`src/rtl/vr_arb_pkg.sv`:
```
// Shared types and helpers for the valid/ready round-robin arbiter.
package vr_arb_pkg;

  typedef enum logic {ARB, LOCK} arb_state_t;

  function automatic int unsigned rr_next(input int unsigned ptr, input int unsigned n);
    return (ptr + 1 >= n) ? 0 : ptr + 1;
  endfunction

endpackage

```
`src/rtl/rr_pick.sv`:
```
// Combinational rotate-priority picker: first requester strictly after ptr, wrapping.
module rr_pick
  import vr_arb_pkg::*;
#(
  parameter int unsigned N  = 4,
  parameter int unsigned SW = (N > 1) ? $clog2(N) : 1
) (
  input  logic [N-1:0]  req_i,
  input  logic [SW-1:0] ptr_i,
  output logic [SW-1:0] grant_o,
  output logic          any_req_o
);

  always_comb begin
    logic [SW-1:0] cand;
    grant_o   = '0;
    any_req_o = 1'b0;
    cand      = SW'(rr_next(32'(ptr_i), N));
    for (int unsigned k = 0; k < N; k++) begin
      if (!any_req_o && req_i[cand]) begin
        grant_o   = cand;
        any_req_o = 1'b1;
      end
      cand = SW'(rr_next(32'(cand), N));
    end
  end

endmodule

```
`src/rtl/vr_rr_arbiter.sv`:
```
// Packet-locking round-robin arbiter merging NUM_REQ valid/ready sources into
// one registered, source-tagged output stage.
module vr_rr_arbiter
  import vr_arb_pkg::*;
#(
  parameter  int unsigned NUM_REQ = 4,
  parameter  int unsigned DATA_W  = 8,
  localparam int unsigned SRC_W   = $clog2(NUM_REQ)
) (
  input  logic                            clk,
  input  logic                            rstn,
  input  logic [NUM_REQ-1:0]              req_valid,
  input  logic [NUM_REQ-1:0][DATA_W-1:0]  req_data,
  input  logic [NUM_REQ-1:0]              req_last,
  output logic [NUM_REQ-1:0]              req_ready,
  output logic                            out_valid,
  output logic [DATA_W-1:0]               out_data,
  output logic [SRC_W-1:0]                out_src,
  output logic                            out_last,
  input  logic                            out_ready
);

  arb_state_t        state_q, state_d;
  logic [SRC_W-1:0]  ptr_q, ptr_d;
  logic [SRC_W-1:0]  lock_id_q, lock_id_d;
  logic              rst_done_q;
  logic              out_valid_q, out_valid_d;
  logic [DATA_W-1:0] out_data_q, out_data_d;
  logic [SRC_W-1:0]  out_src_q, out_src_d;
  logic              out_last_q, out_last_d;

  logic [SRC_W-1:0]  pick_gnt, grant;
  logic              pick_any, load, xfer, xfer_last;

  rr_pick #(
    .N  (NUM_REQ),
    .SW (SRC_W)
  ) u_pick (
    .req_i     (req_valid),
    .ptr_i     (ptr_q),
    .grant_o   (pick_gnt),
    .any_req_o (pick_any)
  );

  // req_ready is one-hot at grant, so the transfer reduces to a single lookup.
  always_comb begin
    load      = out_ready | ~out_valid_q;
    grant     = (state_q == LOCK) ? lock_id_q : pick_gnt;
    req_ready = '0;
    if (rst_done_q && load && (state_q == LOCK || pick_any)) begin
      req_ready[grant] = 1'b1;
    end
    xfer      = req_valid[grant] & req_ready[grant];
    xfer_last = req_last[grant];

    state_d   = state_q;
    ptr_d     = ptr_q;
    lock_id_d = lock_id_q;
    if (xfer) begin
      case (state_q)
        ARB: begin
          if (xfer_last) begin
            ptr_d = grant;
          end else begin
            state_d   = LOCK;
            lock_id_d = grant;
          end
        end
        LOCK: begin
          if (xfer_last) begin
            state_d = ARB;
            ptr_d   = lock_id_q;
          end
        end
        default: state_d = ARB;
      endcase
    end

    out_valid_d = out_valid_q;
    out_data_d  = out_data_q;
    out_src_d   = out_src_q;
    out_last_d  = out_last_q;
    if (load) begin
      out_valid_d = xfer;
      if (xfer) begin
        out_data_d = req_data[grant];
        out_src_d  = grant;
        out_last_d = xfer_last;
      end
    end
  end

  always_ff @(posedge clk or negedge rstn) begin
    if (!rstn) begin
      state_q     <= ARB;
      ptr_q       <= SRC_W'(NUM_REQ - 1);
      lock_id_q   <= '0;
      rst_done_q  <= 1'b0;
      out_valid_q <= 1'b0;
      out_data_q  <= '0;
      out_src_q   <= '0;
      out_last_q  <= 1'b0;
    end else begin
      state_q     <= state_d;
      ptr_q       <= ptr_d;
      lock_id_q   <= lock_id_d;
      rst_done_q  <= 1'b1;
      out_valid_q <= out_valid_d;
      out_data_q  <= out_data_d;
      out_src_q   <= out_src_d;
      out_last_q  <= out_last_d;
    end
  end

  assign out_valid = out_valid_q;
  assign out_data  = out_data_q;
  assign out_src   = out_src_q;
  assign out_last  = out_last_q;

endmodule

```
`config.mk`:
```
export PLATFORM = sky130hd
export DESIGN_NAME = vr_rr_arbiter
export DESIGN_NICKNAME = d
export VERILOG_FILES = /design/src/rtl/vr_arb_pkg.sv /design/src/rtl/rr_pick.sv /design/src/rtl/vr_rr_arbiter.sv
export SDC_FILE = /design/constraint.sdc
export NUM_CORES = 1
export LEC_CHECK = 0
export BUFFER_PORTS_ARGS = -buffer_cell sky130_fd_sc_hd__buf_4
export CORE_ASPECT_RATIO = 0.5
export CORE_MARGIN = 8
export CORE_UTILIZATION = 30
export CTS_BUF_LIST = sky130_fd_sc_hd__clkbuf_2 sky130_fd_sc_hd__clkbuf_4 sky130_fd_sc_hd__clkbuf_8
export DETAILED_ROUTE_END_ITERATION = 16
export GPL_TIMING_DRIVEN = 0
export HOLD_SLACK_MARGIN = 0.02
export PLACE_DENSITY = 0.63
export SYNTH_ARGS = -nofsm -noshare
export SYNTH_HDL_FRONTEND = slang
export SYNTH_HIERARCHICAL = 1
export SYNTH_SLANG_ARGS = --single-unit
export TNS_END_PERCENT = 20
```
`constraint.sdc`:
```
create_clock -name clk -period 3.6 [get_ports clk]
set_clock_uncertainty 0.1 [all_clocks]
set_input_delay 0.54 -clock clk [delete_from_list [all_inputs] [get_ports clk]]
set_output_delay 0.54 -clock clk [all_outputs]
set_load 0.01 [all_outputs]
```
==> flow_metrics.env, run 1 <==
export IMPL_finalSetupViolCount=0
export IMPL_drv_cap=0
export IMPL_syn_area_mm2=0.00155
export IMPL_finalHoldViolCount=0
export IMPL_firstDrtPassIters=6
export IMPL_async_flop_share_pct=100
export IMPL_cts_hold_fix_buffers=0
export IMPL_synthTopCellsByArea="dfrtp_1 (26%), nand2_1 (9.7%), mux2_2 (5.8%)"
export IMPL_post_route_drc_count=0
export IMPL_setup_slack_ps=58.6
export IMPL_clk_pin_slew_ps=70
export IMPL_start_util_pct=31.3
export IMPL_post_place_ws_ps=-140
export IMPL_critPathMaxStageDelay_ps=550
export IMPL_die_w_um=118
export IMPL_port_buffers=58
export IMPL_antenna_found_initial=0
export IMPL_chipHeight_um=66.8
export IMPL_power_density_mw_per_mm2=989
export IMPL_drive_gt1_share_pct=47.3
export IMPL_fillerInstances=503
export IMPL_grt_max_degree=20
export IMPL_cp_end_kind="output port"
export IMPL_max_vdd_ir_drop_mv=0.314
export IMPL_io_pins=59
export IMPL_synth_seq_area_share_pct=29.2
export IMPL_syn_inst=177
export IMPL_rows=18
export IMPL_critical_path_arrival_ps=2900
export IMPL_finalWeightedCongestion=0.765
export IMPL_slew_viol_final=0
export IMPL_tightest_slew_ps=529
export IMPL_synthAdderAreaFrac_pct=0.807
export IMPL_clockRootBuffer="clkbuf_8"
export IMPL_synth_xor_area_share_pct=0
export IMPL_syn_num_nets=221
export IMPL_synthSimpleGateAreaFrac_pct=27.7
export IMPL_grt_total_usage_pct=11.3
export IMPL_clock_latency_ps=250
export IMPL_via_per_inst=5.02
export IMPL_synth_top_family_by_area="simple AND/OR/NAND/NOR gates"
export IMPL_crit_required_ps=2960
export IMPL_grt_pass1_vias=1546
export IMPL_drt_wirelength_per_cell_um=15.0
export IMPL_drt_iter0_drc=52
export IMPL_fin_nets=284
export IMPL_status="finished, final reports clean"
export IMPL_htreeDepth=1
export IMPL_routed_wl_um=4640
export IMPL_power_total_uw=2190
export IMPL_diodes=0
export IMPL_hold_class="in -> async"
export IMPL_cts_tree="done"
export IMPL_area_growth_pct=42.6
export IMPL_crit_type="reg -> out"
export IMPL_hpwl_um=3510
export IMPL_period_share_pct=98.4
export IMPL_synth_cell_type_count=44
export IMPL_rsz0062_at_grt="yes"
export IMPL_crit_path_start_kind="flop"
export IMPL_detail_route_antenna_nets=0
export IMPL_leakagePower_uw=0.00102
export IMPL_slew_limit_headroom_pct=64.6
export IMPL_worstPathCellList="ha_1, buf_6, mux4_2, o21ai_2, a31oi_1, buf_4, mux2_2, buf_12, nor3_2, buf_4"
export IMPL_vias=1551
export IMPL_whs_ps=44.7
export IMPL_worstPathMaxFanout=19
export IMPL_synth_top_cell_area_share_pct=25.8
export IMPL_synth_warnings=6
export IMPL_coreArea_mm2=0.00495
export IMPL_period_needed_ps=3540
export IMPL_cts_sinks=18
export IMPL_grt_first_pass_wirelength_um=7530
export IMPL_critPathSlowestCell="dfstp_2"
export IMPL_max_freq_ghz=0.282
export IMPL_synth_seq_cells=18
export IMPL_synthFlopType="dfrtp_1"
export IMPL_cts_buffers=3
export IMPL_synth_area_per_cell_um2=8.76
export IMPL_clock_path_buffers=2
export IMPL_crit_top_cell="buf_4"
export IMPL_grt_overflow_total=0
export IMPL_synth_area_mux_share_pct=20.3
export IMPL_synth_edf_count=0
export IMPL_synth_compound_area_share_pct=15.3
export IMPL_die_area_mm2=0.00786
export IMPL_yosysTopAreaCell="dfrtp_1"
==> metrics by stage <==
step                area [um2]  instances  TNS, ps  util (%)
floorplan                 1550        177        0         -
global placement          2070        305     -395      41.8
detailed placement        2070        305     -471      41.8
CTS                       2170        309        0      43.8
global route              2210        309    -81.5      44.6
finish                    2210        309        0      44.6
==> report_power, final <==
group          internal (uW)  total (uW)  leakage [uW]  switching (uW)
sequential               311         379      0.000210            67.6
combinational            816        1650      0.000778             830
clock                   97.1         163     0.0000288            66.0
total                   1220        2190       0.00102             963
==> placed cells by master, fill, tap and decap left out, types with 2 or more instances in the layout <==
| cell | instances |
|---|---|
| buf_4 | 63 |
| nand2_1 | 39 |
| dfrtp_1 | 16 |
| a31oi_1 | 10 |
| mux2_2 | 8 |
| and3_1 | 8 |
| nor2_1 | 7 |
| mux2_4 | 6 |
| inv_1 | 5 |
| nand3_1 | 5 |
| nor3_2 | 4 |
| mux4_2 | 4 |
| a21oi_1 | 4 |
| o21a_1 | 4 |
| clkbuf_8 | 4 |
| buf_6 | 3 |
| nand2b_1 | 3 |
| nor3_1 | 3 |
| o21ai_2 | 3 |
| o21ai_0 | 3 |
| buf_2 | 3 |
| mux2i_1 | 3 |
| o211ai_1 | 2 |
| and2_4 | 2 |
| nor3b_1 | 2 |
| dfstp_2 | 2 |
| and3b_1 | 2 |
==> cells in the mapped netlist (4+ instances only) <==
cell type / count
nor3_1: 7
and3_1: 8
mux2_2: 8
o21a_1: 4
buf_2: 6
o21ai_0: 5
mux4_2: 4
inv_1: 5
dfrtp_1: 16
mux2_4: 6
nand2_1: 40
nand3_1: 5
nor2_1: 7
a21oi_1: 4
a31oi_1: 10
==> routing by layer <==
metal / wire, um / track usage [%]
met3: 208 / 2.53
met5: 0 / 0
met2: 2340 / 19.9
met1: 2050 / 14.3
met4: 31 / 1.90
==> final timing paths <==
kind	startpoint	end	slack [ps]	depth (start not counted)
max	ptr_q[0]	req_ready[1]	60	10
max reg2reg	ptr_q[0]	out_data[4]	220	12
min in group clk	out_data[4]	out_data[4]	410	1
min reg2reg	out_data[4]	out_data[4]	410	1
max in group asynchronous	rstn	ptr_q[0]	3090	1
min	rstn	out_valid	40	1
==> logic make-up (layout without fill, tap and decap cells) <==
logic type                 count (synthesis)  after routing
other                                      1              1
buffers and inverters                     18             80
DFF                                       18             18
muxes                                     22             22
adders and majority gates                  1              1
AOI/OAI and AO/OA                         34             34
and+or+nand+nor                           83             83
==> final cells by class <==
cell class | count | area, um2 | share of cell area, %
Timing Repair Buffer | 61 | 458 | 20.7
Buffer | 10 | 88.8 | 4.02
Inverter | 5 | 18.8 | 0.849
Tap cell | 70 | 87.6 | 3.96
Clock buffer | 4 | 55.1 | 2.49
Sequential cell | 18 | 453 | 20.5
Multi-Input combinational cell | 141 | 1050 | 47.5
==> critical path: cells and delay by family, from the launching register on <==
kind / cells / cell delay (ps)
AOI/OAI and AO/OA: 2 / 240
adders and majority gates: 1 / 240
buffers and inverters: 4 / 630
DFF: 1 / 550
muxes: 2 / 810
and+or+nand+nor: 1 / 170
==> sequential cells by signal, indices dropped and copies added, names as in the netlist <==
register / count
lock_id_q: 2
out_src: 2
out_data: 8
state_q: 1
rst_done_q: 1
ptr_q: 2
out_last: 1
out_valid: 1
==> timing repair <==
item,in CTS,in global routing
resized for setup,10,14
setup buffers,2,1
endpoints found under the setup margin,4,4
pin swaps,1,0
Power figures use the tool's default switching activity.
==> inputs of run 2 (changes only) <==
- clock period: 3.6 -> 4.3 ns (I/O delays scaled with it)
==> flow_metrics.env, run 2 (same netlist as run 1, synthesis figures left out) <==
export IMPL_status="finished, final reports clean"
export IMPL_drt_iter0_drc=67
export IMPL_slew_limit_headroom_pct=55.7
export IMPL_cts_buffers=3
export IMPL_via_per_inst=5.02
export IMPL_cts_sinks=18
export IMPL_drive_gt1_share_pct=43.1
export IMPL_htreeDepth=1
export IMPL_largest_register_ffs=8
export IMPL_fillerInstances=513
export IMPL_switching_power_uw=771
export IMPL_max_freq_ghz=0.247
export IMPL_routed_wl_um=4580
export IMPL_final_common_cell="buf_4"
export IMPL_worstPathMaxFanout=10
export IMPL_critical_path_arrival_ps=3310
export IMPL_tightest_slew_ps=652
export IMPL_rr_startpoint="ptr_q[0]"
export IMPL_period_needed_ps=4050
export IMPL_firstDrtPassIters=4
export IMPL_crit_path_start_kind="flop"
export IMPL_tns_ps=0
export IMPL_crit_type="reg -> out"
export IMPL_die_w_um=118
export IMPL_mostFrequentLayoutCells="buf_4 (58), nand2_1 (40), dfrtp_1 (16), a31oi_1 (10)"
export IMPL_post_place_ws_ps=350
export IMPL_multi_input_area_mm2=0.00100
export IMPL_clock_latency_ps=250
export IMPL_finalNonFillerCells=309
export IMPL_detail_route_antenna_nets=0
export IMPL_p_clk_share_pct=7.9
export IMPL_die_area_mm2=0.00786
export IMPL_p_seq_share_pct=18.4
export IMPL_hpwl_um=3510
export IMPL_port_buffers=58
export IMPL_chipHeight_um=66.8
export IMPL_regArea_um2=453
export IMPL_clock_path_buffers=2
export IMPL_combPwrFrac_pct=73.6
export IMPL_reg2reg_depth=12
export IMPL_crit_required_ps=3560
export IMPL_r2r_end="out_data[6]"
export IMPL_grt_pass1_vias=1528
export IMPL_p_int_uw=945
export IMPL_slew_viol_final=0
export IMPL_leakagePower_uw=0.000991
export IMPL_power_density_mw_per_mm2=803
export IMPL_antenna_found_initial=0
export IMPL_hold_class="in -> async"
export IMPL_dp_cells=305
export IMPL_drt_wirelength_per_cell_um=14.8
export IMPL_vias=1552
export IMPL_io_pins=59
export IMPL_drv_cap=0
export IMPL_start_util_pct=31.3
export IMPL_finalHoldViolCount=0
export IMPL_clk_pin_slew_ps=70
export IMPL_startpoint="ptr_q[0]"
export IMPL_grt_max_degree=19
export IMPL_finalSetupViolCount=0
export IMPL_cts_setup_buffers=0
export IMPL_rsz0062_at_grt="no"
export IMPL_fin_nets=284
export IMPL_rows=18
export IMPL_cp_end_kind="output port"
export IMPL_regToRegSetupSlack_ps=810
export IMPL_diodes=0
export IMPL_grt_overflow_total=0
export IMPL_period_share_pct=94.3
export IMPL_coreArea_mm2=0.00495
export IMPL_grt_first_pass_wirelength_um=7580
export IMPL_whs_ps=155
export IMPL_cts_tree="done"
export IMPL_finalWeightedCongestion=0.765
export IMPL_clockRootBuffer="clkbuf_8"
export IMPL_max_vdd_ir_drop_mv=0.383
export IMPL_post_route_drc_count=0
export IMPL_grt_total_usage_pct=11.4
export IMPL_area_growth_pct=37.8
export IMPL_p_sw_share_pct=44.9
export IMPL_setup_slack_ps=245
==> run 2: changes by cell type in the layout (fill, tap and decap cells not counted), sizes merged <==
cell    delta
buf        -3
clkbuf     +3
==> run 2: worst max-delay path by stage <==
stage / endpoint / slack (ps) / cells after the start
3_5_place_dp: req_ready[1] / 350 / 11
3_3_place_gp: req_ready[1] / 350 / 11
2_1_floorplan: req_ready[0] / 910 / 10
5_1_grt: req_ready[2] / 20 / 11
6_report: req_ready[2] / 250 / 11
4_1_cts: req_ready[1] / 180 / 11
==> run 2: worst max-delay path, cell delays in order (launching register included) <==
cell and delay, ps:
dfstp_2 550, ha_1 240, buf_6 140, nor3_1 370, nor3_1 90, o211ai_1 190, a31oi_1 100, clkbuf_2 200
mux2i_2 560, buf_2 350, nor3_1 110, buf_4 160
==> run 2: layout make-up <==
type                            count  share of cell area (%)
Buffer                             13                    3.87
Clock buffer                        4                    2.58
Inverter                            5                   0.879
Multi-Input combinational cell    141                    47.0
Sequential cell                    18                    21.2
Tap cell                           70                    4.10
Timing Repair Buffer               58                    20.4
==> run 2: routing by layer <==
layer / vias to the layer above / wire (um) / part of all wire [%] / track usage [%]
met4: 0 / 27 / 0.59 / 1.90
li1: 761 / - / - / -
met5: - / 0 / 0 / 0
met3: 2 / 235 / 5.1 / 2.61
met1: 747 / 2080 / 45 / 14.4
met2: 42 / 2240 / 49 / 20.1
==> run 2: timing repair <==
| action | CTS | global route |
|---|---|---|
| hold buffers | 0 | 0 |
| setup endpoints to repair | 0 | 4 |
| hold endpoints to repair | 0 | 0 |
| resized for setup | 0 | 3 |
==> run 2: power groups by stage <==
stage	Combinational (uW)	Sequential [uW]	Clock, uW
finish	1260	316	136
global placement	1240	316	0
global route	1390	326	147
detailed placement	1260	319	0
CTS	1260	316	139
floorplan	883	334	0
==> run 2: stage by stage <==
stage	utilization [%]	power, uW	cell area (um2)
final	43.1	1720	2140
after CTS	43.0	1720	2130
after floorplan	-	1220	1550
after global placement	41.8	1560	2070
after global routing	43.1	1870	2140
after detailed placement	41.8	1580	2070
==> inputs of run 3 (changes only) <==
- GPL_ROUTABILITY_DRIVEN: not set -> 0
- PLACE_DENSITY: 0.63 -> not set
- SKIP_CTS_REPAIR_TIMING: not set -> 1
==> flow_metrics.env, run 3 (same netlist as run 1, synthesis figures left out) <==
export IMPL_status="finished, final reports clean"
export IMPL_grt_max_degree=19
export IMPL_hpwl_um=3610
export IMPL_grt_overflow_total=0
export IMPL_regToRegSetupSlack_ps=790
export IMPL_die_area_mm2=0.00786
export IMPL_start_util_pct=31.3
export IMPL_crit_top_cell="nor3_1"
export IMPL_p_clk_share_pct=7.3
export IMPL_r2r_end="out_data[3]"
export IMPL_clock_latency_ps=250
export IMPL_combPwrFrac_pct=74.3
export IMPL_drv_cap=0
export IMPL_crit_required_ps=3560
export IMPL_finalHoldViolCount=0
export IMPL_chipHeight_um=66.8
export IMPL_cts_buffers=3
export IMPL_coreArea_mm2=0.00495
export IMPL_vias=1557
export IMPL_via_per_inst=5.04
export IMPL_drt_iter0_drc=105
export IMPL_p_seq_share_pct=18.4
export IMPL_clockRootBuffer="clkbuf_8"
export IMPL_fillerInstances=507
export IMPL_slew_viol_final=0
export IMPL_met2_length_um=2350
export IMPL_period_share_pct=94.2
export IMPL_final_area_mm2=0.00213
export IMPL_top_layer="met4"
export IMPL_max_freq_ghz=0.247
export IMPL_hold_class="in -> async"
export IMPL_grt_first_pass_wirelength_um=7540
export IMPL_max_vdd_ir_drop_mv=0.409
export IMPL_tns_ps=0
export IMPL_rsz0062_at_grt="no"
export IMPL_reg2reg_depth=12
export IMPL_cts_sinks=18
export IMPL_area_growth_pct=37.3
export IMPL_clk_pin_slew_ps=70
export IMPL_detail_route_antenna_nets=0
export IMPL_switching_power_uw=788
export IMPL_wl_met1_um=2210
export IMPL_worstPathCellList="ha_1, buf_6, nor3_1, nor3_1, o211ai_1, a31oi_1, clkbuf_2, mux2i_2, buf_2, nor3_1, buf_4"
export IMPL_fin_nets=284
export IMPL_final_common_cell="buf_4"
export IMPL_worstPathMaxFanout=10
export IMPL_routed_wl_um=4740
export IMPL_diodes=0
export IMPL_period_needed_ps=4050
export IMPL_cp_end_kind="output port"
export IMPL_p_int_uw=934
export IMPL_htreeDepth=1
export IMPL_rows=18
export IMPL_cts_tree="done"
export IMPL_drt_wirelength_per_cell_um=15.4
export IMPL_firstDrtPassIters=5
export IMPL_slew_limit_headroom_pct=57.4
export IMPL_antenna_found_initial=0
export IMPL_grt_pass1_vias=1532
export IMPL_rr_startpoint="ptr_q[0]"
export IMPL_io_pins=59
export IMPL_drive_gt1_share_pct=42.7
export IMPL_critical_path_arrival_ps=3310
export IMPL_finalSetupViolCount=0
export IMPL_port_buffers=58
export IMPL_crit_path_start_kind="flop"
export IMPL_critPathSlowestCell="dfstp_2"
export IMPL_p_sw_share_pct=45.8
export IMPL_crit_type="reg -> out"
export IMPL_place_area_mm2=0.00207
export IMPL_die_w_um=118
export IMPL_mostFrequentLayoutCells="buf_4 (58), nand2_1 (40), dfrtp_1 (16), a31oi_1 (10)"
export IMPL_dr_wl_met3_um=152
export IMPL_grt_total_usage_pct=11.5
export IMPL_leakagePower_uw=0.000986
export IMPL_largest_register_ffs=8
export IMPL_power_density_mw_per_mm2=809
export IMPL_clock_path_buffers=2
export IMPL_critPathMaxStageDelay_ps=540
export IMPL_tightest_slew_ps=626
export IMPL_post_route_drc_count=0
-- run 3: cell counts in the layout (fill, tap and decap cells not counted) --
No cell type changed its count.
-- run 3: power by group through the flow --
stage          Sequential, uW  Combinational, uW  Clock, uW
4_1_cts                   318               1270        128
2_1_floorplan             334                883          0
5_1_grt                   330               1390        136
3_5_place_dp              320               1270          0
6_report                  317               1280        126
3_3_place_gp              317               1250          0
-- run 3: worst max path at each step --
stage	startpoint	endpoint
4_1_cts	ptr_q[0]	req_ready[1]
5_1_grt	ptr_q[0]	req_ready[3]
3_5_place_dp	req_valid[2]	req_ready[1]
3_3_place_gp	req_valid[2]	req_ready[1]
6_report	ptr_q[0]	req_ready[2]
2_1_floorplan	ptr_q[0]	req_ready[0]
-- run 3: final cells by class --
class,count,area [um2],area share (%)
Sequential cell,18,453,21.3
Tap cell,70,87.6,4.12
Multi-Input combinational cell,141,1000,47.1
Buffer,13,81.3,3.82
Timing Repair Buffer,58,435,20.5
Inverter,5,18.8,0.882
Clock buffer,4,48.8,2.29
-- run 3: metrics by stage --
stage | hold WS (ps) | utilization, % | worst slack, ps | total power (uW) | std cells
finish | 148 | 43.0 | 248 | 1720 | 309
floorplan | 249 | - | 908 | 1220 | 177
CTS | 153 | 42.8 | 198 | 1720 | 309
detailed placement | 399 | 41.8 | 348 | 1590 | 305
global route | 159 | 43.0 | 11.0 | 1850 | 309
global placement | 397 | 41.8 | 393 | 1560 | 305
-- run 3: routing by layer --
layer  global-route usage (%)  vias up
met4                     2.37        0
met3                     1.85        2
met1                     14.6      758
li1                         -      755
met5                        0        -
met2                     20.7       42
-- run 3: worst max-delay path: cells and delay by family, from the launching register on --
family / cells / cell delay, ps
buf+inv: 4 / 870
simple gates: 3 / 590
flops: 1 / 540
mux: 1 / 540
compound gates: 2 / 280
fa+ha+maj: 1 / 240
